**src/rtl/cpu_pkg.sv**
```systemverilog
// Shared types and constants for the fetch sequencer: FSM state encoding,
// reset/exception vectors and mult/div busy-window lengths.
package cpu_pkg;

  typedef enum logic [1:0] {
    BOOT   = 2'd0,
    RUN    = 2'd1,
    MDWAIT = 2'd2
  } state_e;

  localparam logic [31:0] RESET_PC    = 32'h0000_3000;
  localparam logic [31:0] EXC_VECTOR  = 32'h0000_4180;
  localparam int          MULT_CYCLES = 5;
  localparam int          DIV_CYCLES  = 10;
  localparam int          CNT_W       = 4;

endpackage

```
**src/rtl/fetch_ctrl_if.sv**
```systemverilog
// Fetch-control bundle: PC/branch/mult-div inputs and the PC/pipeline enables.
// misalign exists only when FETCH_ALIGN_CHECK_EN is defined.
interface fetch_ctrl_if;
  logic [31:0] pc;
  logic        hz_stall;
  logic        br_valid;
  logic [31:0] br_target;
  logic        md_start;
  logic        md_is_div;
  logic        md_use;
  logic        PC_en;
  logic [31:0] nextPC;
  logic        F_D_en;
  logic        D_E_clr;
  logic        md_busy;
`ifdef FETCH_ALIGN_CHECK_EN
  logic        misalign;
`endif

  modport master (
`ifdef FETCH_ALIGN_CHECK_EN
    input  misalign,
`endif
    output pc, hz_stall, br_valid, br_target, md_start, md_is_div, md_use,
    input  PC_en, nextPC, F_D_en, D_E_clr, md_busy
  );

  modport slave (
`ifdef FETCH_ALIGN_CHECK_EN
    output misalign,
`endif
    input  pc, hz_stall, br_valid, br_target, md_start, md_is_div, md_use,
    output PC_en, nextPC, F_D_en, D_E_clr, md_busy
  );
endinterface

```
**src/rtl/md_busy_cnt.sv**
```systemverilog
// Mult/div busy-window counter: load on issue, decrement while waiting.
// Busy flag is high whenever the count is non-zero.
module md_busy_cnt #(
  parameter int W = 4
) (
  input  logic         clk,
  input  logic         reset,
  input  logic         load,
  input  logic [W-1:0] load_val,
  input  logic         dec,
  output logic [W-1:0] cnt,
  output logic         busy
);

  always_ff @(posedge clk or negedge reset) begin
    if (!reset) begin
      cnt <= '0;
    end else if (load) begin
      cnt <= load_val;
    end else if (dec && cnt != '0) begin
      cnt <= cnt - W'(1);
    end
  end

  assign busy = (cnt != '0);

endmodule

```
**src/rtl/fetch_ctrl.sv**
```systemverilog
// PC sequencer: boot stall, hazard and mult/div stalls, branch redirect mux.
// FETCH_ALIGN_CHECK_EN: misaligned redirects go to the exception vector.
module fetch_ctrl
  import cpu_pkg::*;
(
  input logic         clk,
  input logic         reset,
  fetch_ctrl_if.slave bus
);

  localparam logic [1:0] S_BOOT   = BOOT;
  localparam logic [1:0] S_RUN    = RUN;
  localparam logic [1:0] S_MDWAIT = MDWAIT;

  logic [1:0]       state_q;
  logic [1:0]       state_d;
  logic [CNT_W-1:0] cnt;
  logic             cnt_busy;
  logic             in_boot;
  logic             in_mdwait;
  logic             md_load;
  logic             stall;
  logic             redirect;
  logic [31:0]      pc_inc;

  assign in_boot   = (state_q == S_BOOT);
  assign in_mdwait = (state_q == S_MDWAIT);
  // A second issue inside the window is deliberately not reloaded.
  assign md_load   = (state_q == S_RUN) && bus.md_start;

  md_busy_cnt #(.W(CNT_W)) u_cnt (
    .clk      (clk),
    .reset    (reset),
    .load     (md_load),
    .load_val (bus.md_is_div ? CNT_W'(DIV_CYCLES) : CNT_W'(MULT_CYCLES)),
    .dec      (in_mdwait),
    .cnt      (cnt),
    .busy     (cnt_busy)
  );

  always_comb begin
    state_d = state_q;
    case (state_q)
      S_BOOT:   state_d = S_RUN;
      S_RUN:    if (bus.md_start) state_d = S_MDWAIT;
      S_MDWAIT: if ((cnt == CNT_W'(1) || !cnt_busy) && !bus.md_start) state_d = S_RUN;
      default:  state_d = S_BOOT;
    endcase
  end

  always_ff @(posedge clk or negedge reset) begin
    if (!reset) state_q <= S_BOOT;
    else        state_q <= state_d;
  end

  // Outputs are forced to their reset values while reset is held low.
  assign bus.md_busy = reset && (in_mdwait || bus.md_start);
  assign stall       = !reset || bus.hz_stall || (bus.md_use && bus.md_busy) || in_boot;
  assign redirect    = bus.br_valid && !stall;
  assign pc_inc      = bus.pc + 32'd4;

  assign bus.PC_en   = !stall;
  assign bus.F_D_en  = !stall;
  assign bus.D_E_clr = stall;

`ifdef FETCH_ALIGN_CHECK_EN
  logic bad_tgt;
  assign bad_tgt      = redirect && (bus.br_target[1:0] != 2'b00);
  assign bus.misalign = bad_tgt;
  assign bus.nextPC   = !reset   ? RESET_PC   :
                        bad_tgt  ? EXC_VECTOR :
                        redirect ? bus.br_target : pc_inc;
`else
  assign bus.nextPC   = !reset   ? RESET_PC      :
                        redirect ? bus.br_target : pc_inc;
`endif

endmodule

```
**src/flat_wrapper.sv**
```systemverilog
// flat-port wrapper written by rule: the top's interface ports become plain ports
module fetch_ctrl_flat import cpu_pkg::*;
  (clk, reset, bus_pc, bus_hz_stall, bus_br_valid, bus_br_target, bus_md_start, bus_md_is_div, bus_md_use, bus_PC_en, bus_nextPC, bus_F_D_en, bus_D_E_clr, bus_md_busy);
  fetch_ctrl_if bus_i ();
  input logic clk;
  input logic reset;
  input wire logic [$bits(bus_i.pc)-1:0] bus_pc;
  input wire logic [$bits(bus_i.hz_stall)-1:0] bus_hz_stall;
  input wire logic [$bits(bus_i.br_valid)-1:0] bus_br_valid;
  input wire logic [$bits(bus_i.br_target)-1:0] bus_br_target;
  input wire logic [$bits(bus_i.md_start)-1:0] bus_md_start;
  input wire logic [$bits(bus_i.md_is_div)-1:0] bus_md_is_div;
  input wire logic [$bits(bus_i.md_use)-1:0] bus_md_use;
  output wire logic [$bits(bus_i.PC_en)-1:0] bus_PC_en;
  output wire logic [$bits(bus_i.nextPC)-1:0] bus_nextPC;
  output wire logic [$bits(bus_i.F_D_en)-1:0] bus_F_D_en;
  output wire logic [$bits(bus_i.D_E_clr)-1:0] bus_D_E_clr;
  output wire logic [$bits(bus_i.md_busy)-1:0] bus_md_busy;
  assign bus_i.pc = bus_pc;
  assign bus_i.hz_stall = bus_hz_stall;
  assign bus_i.br_valid = bus_br_valid;
  assign bus_i.br_target = bus_br_target;
  assign bus_i.md_start = bus_md_start;
  assign bus_i.md_is_div = bus_md_is_div;
  assign bus_i.md_use = bus_md_use;
  assign bus_PC_en = bus_i.PC_en;
  assign bus_nextPC = bus_i.nextPC;
  assign bus_F_D_en = bus_i.F_D_en;
  assign bus_D_E_clr = bus_i.D_E_clr;
  assign bus_md_busy = bus_i.md_busy;
  fetch_ctrl u_core (.clk(clk), .reset(reset), .bus(bus_i));
endmodule
```
**config.mk**
```make
export PLATFORM = sky130hd
export DESIGN_NAME = fetch_ctrl_flat
export DESIGN_NICKNAME = d
export VERILOG_FILES = /design/src/rtl/cpu_pkg.sv /design/src/rtl/fetch_ctrl_if.sv /design/src/rtl/md_busy_cnt.sv /design/src/rtl/fetch_ctrl.sv /design/src/flat_wrapper.sv
export SDC_FILE = /design/constraint.sdc
export NUM_CORES = 1
export LEC_CHECK = 0
export ABC_AREA = 1
export BUFFER_PORTS_ARGS = -buffer_cell sky130_fd_sc_hd__buf_2
export CORE_AREA = 2 2 48 94
export DETAILED_ROUTE_END_ITERATION = 10
export DIE_AREA = 0 0 50 96
export GPL_TIMING_DRIVEN = 0
export PLACE_DENSITY = 0.88
export SETUP_SLACK_MARGIN = 0.5
export SYNTH_ARGS = -nofsm -noshare
export SYNTH_HDL_FRONTEND = slang
export SYNTH_SLANG_ARGS = --single-unit
```
**constraint.sdc**
```tcl
create_clock -name clk -period 2.31 [get_ports clk]
set_input_delay 0.462 -clock clk [delete_from_list [all_inputs] [get_ports clk]]
set_output_delay 0.462 -clock clk [all_outputs]
set_load 0.03 [all_outputs]
```
==> run_results.csv <==
group,metric,value,unit
global_route,grt_max_degree,11,
place,dpl.cell_count,513,
final_layout,most-common-layout-cells,"90 x nand2_1, 71 x buf_2, 47 x inv_1, 31 x buf_6, 29 x nor2_1",
timing,finalHoldViolCount,0,
final_layout,instances_no_fill,539,
detailed_routing,drt_iter0_drc,165,
detailed_routing,drt_pass1_iterations,4,
global_route,grt_pass1_wl,13.0,mm
cts,insertion_delay,230,ps
logic_synthesis,yosys.area_share.simple,0.494,
floorplan,die_y,96,um
pwr,powerDensity,459,nW/um^2
logic_synthesis,synth_compound_area_frac,0.177,
global_route,grt_pass1_vias,3004,
detailed_routing,drt_wl_total,9.40,mm
floorplan,die_w,50,um
floorplan,design.core.area,4090,sq um
critical_path,arrival,1780,ps
cts,cts_tree,"built",
critical_path,end_kind,"output pin",
detailed_routing,ant_nets,0,
logic_synthesis,synthesis.area,1740,sq um
logic_synthesis,synth_top_family_by_area,"simple AND/OR/NAND/NOR gates",
final_layout,final_common_cell,"nand2_1",
timing,fin_crit_sh,0.969,
logic_synthesis,synth_cell_types,25,
place,gp_congestion,0.943,
cts,numCtsBuffers,3,
logic_synthesis,synthMuxAreaShare,0,
final_layout,drive_above_1_share,0.509,
timing,clock_skew,2.14,ps
final_layout,syn_to_final_growth,104,%
detailed_routing,via_per_inst,5.61,
cts,cts_htree_levels,1,
floorplan,placementRows,33,
pwr,max-vdd-ir-drop,0.000518,V
cts,cts.sink_count,6,
final_layout,fillers,216,
cts,cts_root_buffer,"clkbuf_8",
logic_synthesis,ys_seq_area_frac,0.0863,
global_route,grt.total_usage,0.350,
outcome,outcome,"complete, no violations",
timing,final.setup.tns,0,ps
worst_hold_path,hp-class,"in -> async",
place,dpl.hpwl,5.35,mm
cts,clockBufferDepth,2,
cts,cts_hold_buf,0,
logic_synthesis,ys_ff_latch,6,
detailed_routing,vias,3024,
critical_path,crit_type,"reg -> out",
timing,relSlewSlack,0.662,
critical_path,cp.required,1850,ps
timing,setup_violations,0,
detailed_routing,routedWlPerCell,17.4,um
logic_synthesis,synth_nets,430,
timing,max_slew.worst_pin.slew,508,ps
floorplan,start_util,0.426,
logic_synthesis,synth_xor_xnor_area_share,0.0604,
timing,finalMaxSlewViolations,0,
timing,fmax,447,MHz
critical_path,critPathMaxFanout,5,
final_layout,n_antenna_cell,0,
critical_path,startpoint_type,"flop",
flow_run,drv_cap,0,
logic_synthesis,syn_avg_cell_area,4.90,sq um
logic_synthesis,synth_top_area_cell,"nand2_1",
final_layout,nets,564,
pwr,cellLeakagePower,1.75,nW
global_route,globalRoute.totalOverflow,0,
floorplan,die-area,4800,sq um
logic_synthesis,synth_top_area_share,0.224,
logic_synthesis,yosys-top-cells-area,"nand2_1 22%, nor2_1 13%, inv_1 12%",
floorplan,ios,107,
timing,rsz0062_at_grt,"yes",
place,io_buffers,106,
logic_synthesis,yosysWarnings,0,
logic_synthesis,synth_fa_ha_area_frac,0.0288,
detailed_routing,drc,0,
logic_synthesis,synthCells,355,
timing,fin_crit,2240,ps
cts,cts.clk_slew.worst_paths,40,ps
global_route,antenna_found_initial,0,
## final timing paths
path,from,endpoint,slack (ps),depth (start not counted)
min in group clk,bus_md_start,u_core.state_q[0]$_DFFE_PN0P_,460,2
max reg2reg,u_core.state_q[0]$_DFFE_PN0P_,u_core.u_cnt.cnt[0]$_DFFE_PN0P_,390,9
min,reset,u_core.u_cnt.cnt[2]$_DFFE_PN0P_,130,2
max,u_core.state_q[0]$_DFFE_PN0P_,bus_nextPC[14],70,10
min reg2reg,u_core.u_cnt.cnt[1]$_DFFE_PN0P_,u_core.u_cnt.cnt[1]$_DFFE_PN0P_,630,2
max in group asynchronous,reset,u_core.u_cnt.cnt[1]$_DFFE_PN0P_,2010,2
## flip-flops by register name (all words and copies together) (netlist names)
| signal | count |
|---|---|
| u_core.u_cnt.cnt | 4 |
| u_core.state_q | 2 |
## stage by stage
step,total power [mW],setup WS [ps],hold WS [ps],utilization,instance area [sq um]
after CTS,1.45,162,127,0.823,3360
after detailed placement,1.04,-274,372,0.652,2670
final,1.63,71.2,127,0.869,3550
after global routing,1.70,13.2,117,0.869,3550
after floorplan,0.798,372,166,-,2070
after global placement,1.01,-227,370,0.652,2670
## repair_timing
item	in CTS	in global routing
resized for setup	156	36
buffers inserted	12	8
pin swaps	17	16
setup endpoints to repair	35	39
gates cloned	3	0
## cell usage after synthesis
master / number
nand4_1: 6
clkinv_1: 1
nor3_4: 1
and2_1: 2
inv_1: 56
dfrtp_1: 6
buf_4: 1
nand3_1: 30
a21oi_1: 27
nand2_1: 104
o21bai_1: 2
nor2_1: 60
buf_6: 1
o21ai_0: 27
xor2_1: 7
xnor2_1: 5
or2_2: 2
nor3_1: 1
a22oi_1: 2
nand3_2: 1
o31ai_1: 1
inv_2: 1
ha_1: 4
clkbuf_1: 3
buf_2: 4
## routing by layer
metal	global-route usage	wire (um)	up-vias
li1	-	-	1383
met1	0.295	2860	1374
met2	0.705	5280	195
met3	0.0606	576	72
met4	0.238	681	0
met5	0	0	-
## cell families (layout without fill, tap and decap cells)
kind of cell / Yosys count / count (layout)
buffers and inverters: 67 / 199
AO/OA/AOI/OAI: 59 / 59
XOR/XNOR: 12 / 12
adder cells (fa/ha/maj): 4 / 4
AND/OR/NAND/NOR: 207 / 207
flip-flops: 6 / 6
## report_power, final
group	switching (mW)	leakage, nW	internal [mW]
combinational	0.748	1.66	0.509
sequential	0.0421	0.0704	0.160
clock	0.0579	0.0216	0.113
## final cells by class
class | count | area [sq um] | share of cell area
sequential | 6 | 150 | 0.0423
tap | 52 | 65.1 | 0.0183
clock buffer | 3 | 41.3 | 0.0116
multi-input combinational | 282 | 1950 | 0.549
timing repair buffer | 129 | 992 | 0.279
inverter | 58 | 234 | 0.0659
buffer | 9 | 119 | 0.0335
## critical path: stages, from the launching register on
cell,delay [ps]
dfrtp_1,420
inv_2,90
nand2_2,50
nand2_2,80
nand3_4,90
nand3_4,120
buf_12,140
buf_8,130
o21ai_2,70
a21oi_2,180
buf_6,170
No activity file was read; power rests on OpenSTA's default activity.
